[src/rtl/mc_controller.sv]
// mc_controller: multi-cycle MIPS control FSM (IF/ID/EXE/MEM/WB/EXC)
// with IM/DM wait states, sticky traps and a retired-instruction counter.
module mc_controller #(
    parameter int IM_WAIT = 0,
    parameter int DM_WAIT = 0,
    parameter bit EXC_EN  = 1'b1,
    parameter int CNT_W   = 32
) (
    input  logic             clk,
    input  logic             reset,
    input  logic [5:0]       OpCode,
    input  logic [5:0]       func,
    input  logic             zero,
    input  logic             overflow,
    input  logic             AddressError,
    output logic             PCWrite,
    output logic             IRWrite,
    output logic             RegWrite,
    output logic             MemWrite,
    output logic             ALUSrc,
    output logic             Mem_to_Reg,
    output logic             RegDst,
    output logic             nPC_sel,
    output logic             J,
    output logic             jal,
    output logic             jr,
    output logic [1:0]       Extop,
    output logic [2:0]       ALUop,
    output logic [2:0]       state,
    output logic             exc,
    output logic [1:0]       exc_code,
    output logic [CNT_W-1:0] retired
);

    localparam logic [2:0] S_IF  = 3'd0;
    localparam logic [2:0] S_ID  = 3'd1;
    localparam logic [2:0] S_EXE = 3'd2;
    localparam logic [2:0] S_MEM = 3'd3;
    localparam logic [2:0] S_WB  = 3'd4;
    localparam logic [2:0] S_EXC = 3'd5;

    localparam logic [3:0] IM_LAST = 4'(IM_WAIT);
    localparam logic [3:0] DM_LAST = 4'(DM_WAIT);

    logic [2:0]       state_q, state_d;
    logic [3:0]       cnt_q, cnt_d;
    logic [1:0]       code_q, code_d;
    logic [CNT_W-1:0] ret_q;
    logic             run_q;
    logic             pc_w, ir_w, rg_w, mm_w;
    logic             active, retire;

    logic rtype, i_addu, i_subu, i_add, i_slt, i_jr;
    logic i_ori, i_lui, i_addi, i_lw, i_sw, i_beq, i_j, i_jal, rsvd;

    assign rtype  = (OpCode == 6'b000000);
    assign i_addu = rtype && (func == 6'b100001);
    assign i_subu = rtype && (func == 6'b100011);
    assign i_add  = rtype && (func == 6'b100000);
    assign i_slt  = rtype && (func == 6'b101010);
    assign i_jr   = rtype && (func == 6'b001000);
    assign i_ori  = (OpCode == 6'b001101);
    assign i_lui  = (OpCode == 6'b001111);
    assign i_addi = (OpCode == 6'b001000);
    assign i_lw   = (OpCode == 6'b100011);
    assign i_sw   = (OpCode == 6'b101011);
    assign i_beq  = (OpCode == 6'b000100);
    assign i_j    = (OpCode == 6'b000010);
    assign i_jal  = (OpCode == 6'b000011);
    assign rsvd   = !(i_addu | i_subu | i_add | i_slt | i_jr | i_ori | i_lui
                    | i_addi | i_lw | i_sw | i_beq | i_j | i_jal);

    // The IR is only reloaded in IF, so decode is stable from ID onward
    assign active     = run_q && (state_q != S_IF) && (state_q != S_EXC);
    assign ALUSrc     = active && (i_ori | i_lui | i_addi | i_lw | i_sw);
    assign Mem_to_Reg = active && i_lw;
    assign RegDst     = active && rtype;
    assign nPC_sel    = active && i_beq;
    assign J          = active && (i_j | i_jal);
    assign jal        = active && i_jal;
    assign jr         = active && i_jr;

    always_comb begin
        Extop = 2'b00;
        ALUop = 3'b000;
        if (active) begin
            if (i_lui)
                Extop = 2'b10;
            else if (i_addi | i_lw | i_sw | i_beq)
                Extop = 2'b01;
            unique case (1'b1)
                i_subu, i_beq:  ALUop = 3'b001;
                i_ori:          ALUop = 3'b010;
                i_slt:          ALUop = 3'b011;
                i_add, i_addi:  ALUop = 3'b100;
                default:        ALUop = 3'b000;
            endcase
        end
    end

    always_comb begin
        state_d = state_q;
        cnt_d   = cnt_q;
        code_d  = code_q;
        pc_w    = 1'b0;
        ir_w    = 1'b0;
        rg_w    = 1'b0;
        mm_w    = 1'b0;
        unique case (state_q)
            S_IF: begin
                if (cnt_q == IM_LAST) begin
                    ir_w    = 1'b1;
                    pc_w    = 1'b1;
                    cnt_d   = 4'd0;
                    state_d = S_ID;
                end else begin
                    cnt_d = cnt_q + 4'd1;
                end
            end
            S_ID: begin
                unique case (1'b1)
                    i_j: begin
                        pc_w    = 1'b1;
                        state_d = S_IF;
                    end
                    i_jal: begin
                        pc_w    = 1'b1;
                        rg_w    = 1'b1;
                        state_d = S_IF;
                    end
                    i_jr: begin
                        pc_w    = 1'b1;
                        state_d = S_IF;
                    end
                    rsvd: begin
                        code_d  = 2'b01;
                        state_d = S_EXC;
                    end
                    default: state_d = S_EXE;
                endcase
            end
            S_EXE: begin
                if (i_beq) begin
                    pc_w    = zero;
                    state_d = S_IF;
                end else if (i_lw | i_sw) begin
                    state_d = S_MEM;
                end else begin
                    state_d = S_WB;
                end
            end
            S_MEM: begin
                if (cnt_q == DM_LAST) begin
                    cnt_d = 4'd0;
                    if (EXC_EN && AddressError) begin
                        code_d  = 2'b11;
                        state_d = S_EXC;
                    end else if (i_sw) begin
                        mm_w    = 1'b1;
                        state_d = S_IF;
                    end else begin
                        state_d = S_WB;
                    end
                end else begin
                    cnt_d = cnt_q + 4'd1;
                end
            end
            S_WB: begin
                if (EXC_EN && overflow && (i_add | i_addi)) begin
                    code_d  = 2'b10;
                    state_d = S_EXC;
                end else begin
                    rg_w    = 1'b1;
                    state_d = S_IF;
                end
            end
            S_EXC: state_d = S_EXC;
            default: state_d = S_IF;
        endcase
    end

    // Only IF itself can loop back to IF, so any other source retires
    assign retire = (state_d == S_IF) && (state_q != S_IF);

    always_ff @(posedge clk or negedge reset) begin
        if (!reset) begin
            state_q <= S_IF;
            cnt_q   <= 4'd0;
            code_q  <= 2'b00;
            ret_q   <= '0;
            run_q   <= 1'b0;
        end else begin
            run_q <= 1'b1;
            if (run_q) begin
                state_q <= state_d;
                cnt_q   <= cnt_d;
                code_q  <= code_d;
                if (retire)
                    ret_q <= ret_q + CNT_W'(1);
            end
        end
    end

    // First IF cycle begins on the first edge after reset release
    assign PCWrite  = run_q & pc_w;
    assign IRWrite  = run_q & ir_w;
    assign RegWrite = run_q & rg_w;
    assign MemWrite = run_q & mm_w;
    assign state    = state_q;
    assign exc      = (state_q == S_EXC);
    assign exc_code = code_q;
    assign retired  = ret_q;

endmodule

[config.mk]
export PLATFORM = sky130hd
export DESIGN_NAME = mc_controller
export DESIGN_NICKNAME = d
export VERILOG_FILES = /design/src/rtl/mc_controller.sv
export SDC_FILE = /design/constraint.sdc
export NUM_CORES = 1
export LEC_CHECK = 0
export ABC_AREA = 1
export CORE_ASPECT_RATIO = 2
export CORE_UTILIZATION = 35
export DETAILED_ROUTE_END_ITERATION = 16
export SLEW_MARGIN = 30
export SYNTH_ARGS = -nofsm -noshare
export SYNTH_HDL_FRONTEND = slang
export SYNTH_SLANG_ARGS = --single-unit
[constraint.sdc]
create_clock -name clk -period 2.9 [get_ports clk]
set_clock_uncertainty 0.05 [all_clocks]
set_input_delay 0.29 -clock clk [delete_from_list [all_inputs] [get_ports clk]]
set_output_delay 0.29 -clock clk [all_outputs]
set_load 0.01 [all_outputs]
==> results.md <==
| Item | Value | Unit |
|:---|:---|:---|
| Outcome | complete, no violations | - |
| Max Clock Freq | 0.364 | GHz |
| Post-DP HPWL | 7710 | µm |
| Remaining antenna violation count | 0 | - |
| Period utilization | 0.946 | - |
| Num CTS Buffers | 5 | - |
| Post-layout utilization of the core | 0.478 | - |
| Number of standard cells in the final layout excluding fillers | 624 | - |
| First-pass GRT wire length | 15200 | µm |
| Die Height | 134 | µm |
| Final-report setup violation count | 0 | - |
| Maximum VDD drop | 0.000303 | V |
| Most used cells in the layout excluding fill and tap cells | 147 x nand2_1, 69 x clkdlybuf4s50_1, 53 x nor2_1, 52 x nand3_1, 42 x dfrtp_1 | - |
| Vias in the first global route | 3187 | - |
| Core outline area | 8350 | µm² |
| Logic gate share of total power | 0.427 | - |
| Initial core utilization | 0.363 | - |
| Post-synthesis sequential element count | 42 | - |
| Synth Warn # | 0 | - |
| Sw Ratio | 0.403 | - |
| Wirelength, routed | 9750 | µm |
| WS Path Type | reg -> out | - |
| Startpoint type of the worst setup path | flip-flop | - |
| Number of cells in the design after placement | 615 | - |
| Kind of capture point of the worst setup path | output port | - |
| Part of the power in registers | 0.319 | - |
| Depth of the CTS H-tree | 2 | - |
| Vias post-DR | 3208 | - |
| Clock Power Share | 0.254 | - |
| Number of antenna diodes | 0 | - |
| Fraction of post-synthesis cell area in the top cell type by area | 0.347 | - |
| Number of sinks on the clock net | 42 | - |
| Clock input transition at the sequential cells of the worst setup and hold paths | 60 | ps |
| Most common cell after layout, fill and taps aside | nand2_1 | - |
| WHS | 429 | ps |
| Number of remaining DRC errors | 0 | - |
| Per-cell routed wire length | 15.6 | µm |
| RSZ-0062 raised after global routing | no | - |
| Setup total negative slack | 0 | ps |
| Average cell area after synthesis | 6.75 | µm² |
| Mapped Nets | 469 | - |
| DRC marker count from the first detailed-route iteration | 178 | - |
| Time the worst path needs with I/O delays and setup | 2740 | ps |
| Leftover overflow at the end of global routing | 0 | - |
| Root Driver | clkbuf_16 | - |
| Post-synth top flop | dfrtp_1 | - |
| Detail-routed via count per cell | 5.14 | - |
| Syn Std Cell Area | 3030 | µm² |
| Static leakage power | 0.00187 | µW |
| Antenna violations before repair | 0 | - |
| Worst Tran Pin Value | 544 | ps |
| Number of port buffers | 70 | - |
| Synth-to-layout area growth | 31.6 | % |
| Worst slew margin relative to its limit | 0.638 | - |
| Drt pass-1 iters | 4 | - |
| Count of endpoints failing hold in the final timing report | 0 | - |
| Final-stage net count | 545 | - |
| Fraction of final layout cells sized beyond drive strength 1 | 0.0627 | - |
| Clock tree from TritonCTS | done | - |
| Required time of the critical path | 2560 | ps |
| Total power of the final layout | 2220 | µW |
| Share of flip-flops with an asynchronous set or reset after synthesis | 1.00 | - |
| Critical path peak fanout | 12 | - |
| Portion of the post-synthesis area used by sequential elements | 0.347 | - |
| Latest clock arrival within the worst-skew pair | 290 | ps |
| Worst Hold Class | reg -> reg | - |
| Number of buffers on the longest clock path | 2 | - |
| Switch Pwr | 894 | µW |
| Area of the die | 9060 | µm² |
| Post-CTS Repair Setup Buffers | 0 | - |
| Count of flip-flops with a built-in enable after synthesis | 0 | - |
| Synth area leader | dfrtp_1 | - |
| Total GRT Usage | 0.229 | - |
| Arrival time worst endpoint | 2400 | ps |
| Last weighted congestion value of the routability-driven placer | 0.955 | - |
| Top area cells in the synthesized netlist | dfrtp_1 35%, nand2_1 18%, nand3_1 8.6%, nor2_1 6.6%, xor2_1 6.4% | - |
| Netlist cell types | 32 | - |
| Number of placed I/O pins | 71 | - |
| Number of maximum-capacitance constraint violations | 0 | - |
| Pwr Density | 555 | nW/µm² |
| Die boundary width | 67.8 | µm |
| Internal portion of total power | 1320 | µW |
| Number of pins with negative max-slew slack in the final report | 0 | - |
| Standard-cell rows | 47 | - |
| Cell count after synthesis | 449 | - |
| Pin count of the biggest net entering global routing | 43 | - |
-- worst max-delay path, stage by stage, from the launching register on --
cell             delay [ps]
dfrtp_1                 390
nor2_1                   90
nand2_1                 150
inv_1                    60
nor2_1                  330
nand2_2                 230
o32ai_1                 280
clkdlybuf4s50_1         580
-- layer usage --
layer  vias to the layer above  track usage  share of wire
met1                      1484        0.205           0.33
met5                         -            0              0
met4                         0        0.132          0.048
met2                       107        0.443           0.58
met3                        25       0.0351          0.042
li1                       1592            -              -
-- power by group through the flow --
stage	combinational, µW	clock [µW]	sequential [µW]
final	945	564	706
after global routing	1030	598	718
after CTS	943	581	707
after detailed placement	944	0	714
after global placement	940	0	714
after floorplan	588	0	733
-- metrics by stage --
step	worst slack (ps)	area (µm²)
2_1_floorplan	1070	3030
3_3_place_gp	347	3830
3_5_place_dp	348	3830
4_1_cts	93.1	3980
5_1_grt	70.1	3990
6_report	156	3990
-- registers in the layout, indices dropped and copies added (netlist names) --
register  cells
cnt_q         4
exc_code      2
retired      32
run_q         1
state         3
-- synthesized netlist by cell type (6+ instances only) --
cell / n
nor3_1: 19
inv_2: 6
nand2_1: 148
buf_4: 6
inv_1: 37
a21oi_1: 7
o21ai_0: 7
xnor2_1: 10
xor2_1: 22
nor2_1: 53
nand3_1: 52
nand4_1: 9
dfrtp_1: 42
-- timing repair --
item,in CTS,in global routing
resized for setup,0,1
hold endpoints to repair,0,23
endpoints found under the setup margin,0,2
hold buffers,0,1
-- cells by family after synthesis --
| logic type | after synthesis | synth area share |
|---|---|---|
| xor gates and xnor gates | 32 | 0.0924 |
| other | 1 | 0.00124 |
| DFF | 42 | 0.347 |
| and+or+nand+nor | 297 | 0.427 |
| buffers and inverters | 53 | 0.0804 |
| AOI/OAI and AO/OA | 21 | 0.0404 |
| adders and majority gates | 3 | 0.0124 |
-- final timing paths --
kind	slack, ps	end	from	depth (start not counted)
min in group asynchronous	480	retired[13]	reset	2
setup reg to reg	680	retired[5]	cnt_q[0]	13
hold / removal	430	cnt_q[3]	cnt_q[3]	1
hold reg to reg	430	cnt_q[3]	cnt_q[3]	1
max in group asynchronous	1940	exc_code[1]	reset	2
setup / recovery	160	ALUop[1]	state[0]	7
-- final cells by class --
class / count / area, µm²
sequential: 42 / 1050
clock buffer: 7 / 143
tap: 98 / 123
fill: 893 / 4360
inverter: 43 / 161
timing repair buffer: 79 / 768
multi-input combinational: 354 / 1740
clock inverter: 1 / 5.00
Note: power is estimated with default switching activity, not from simulation.
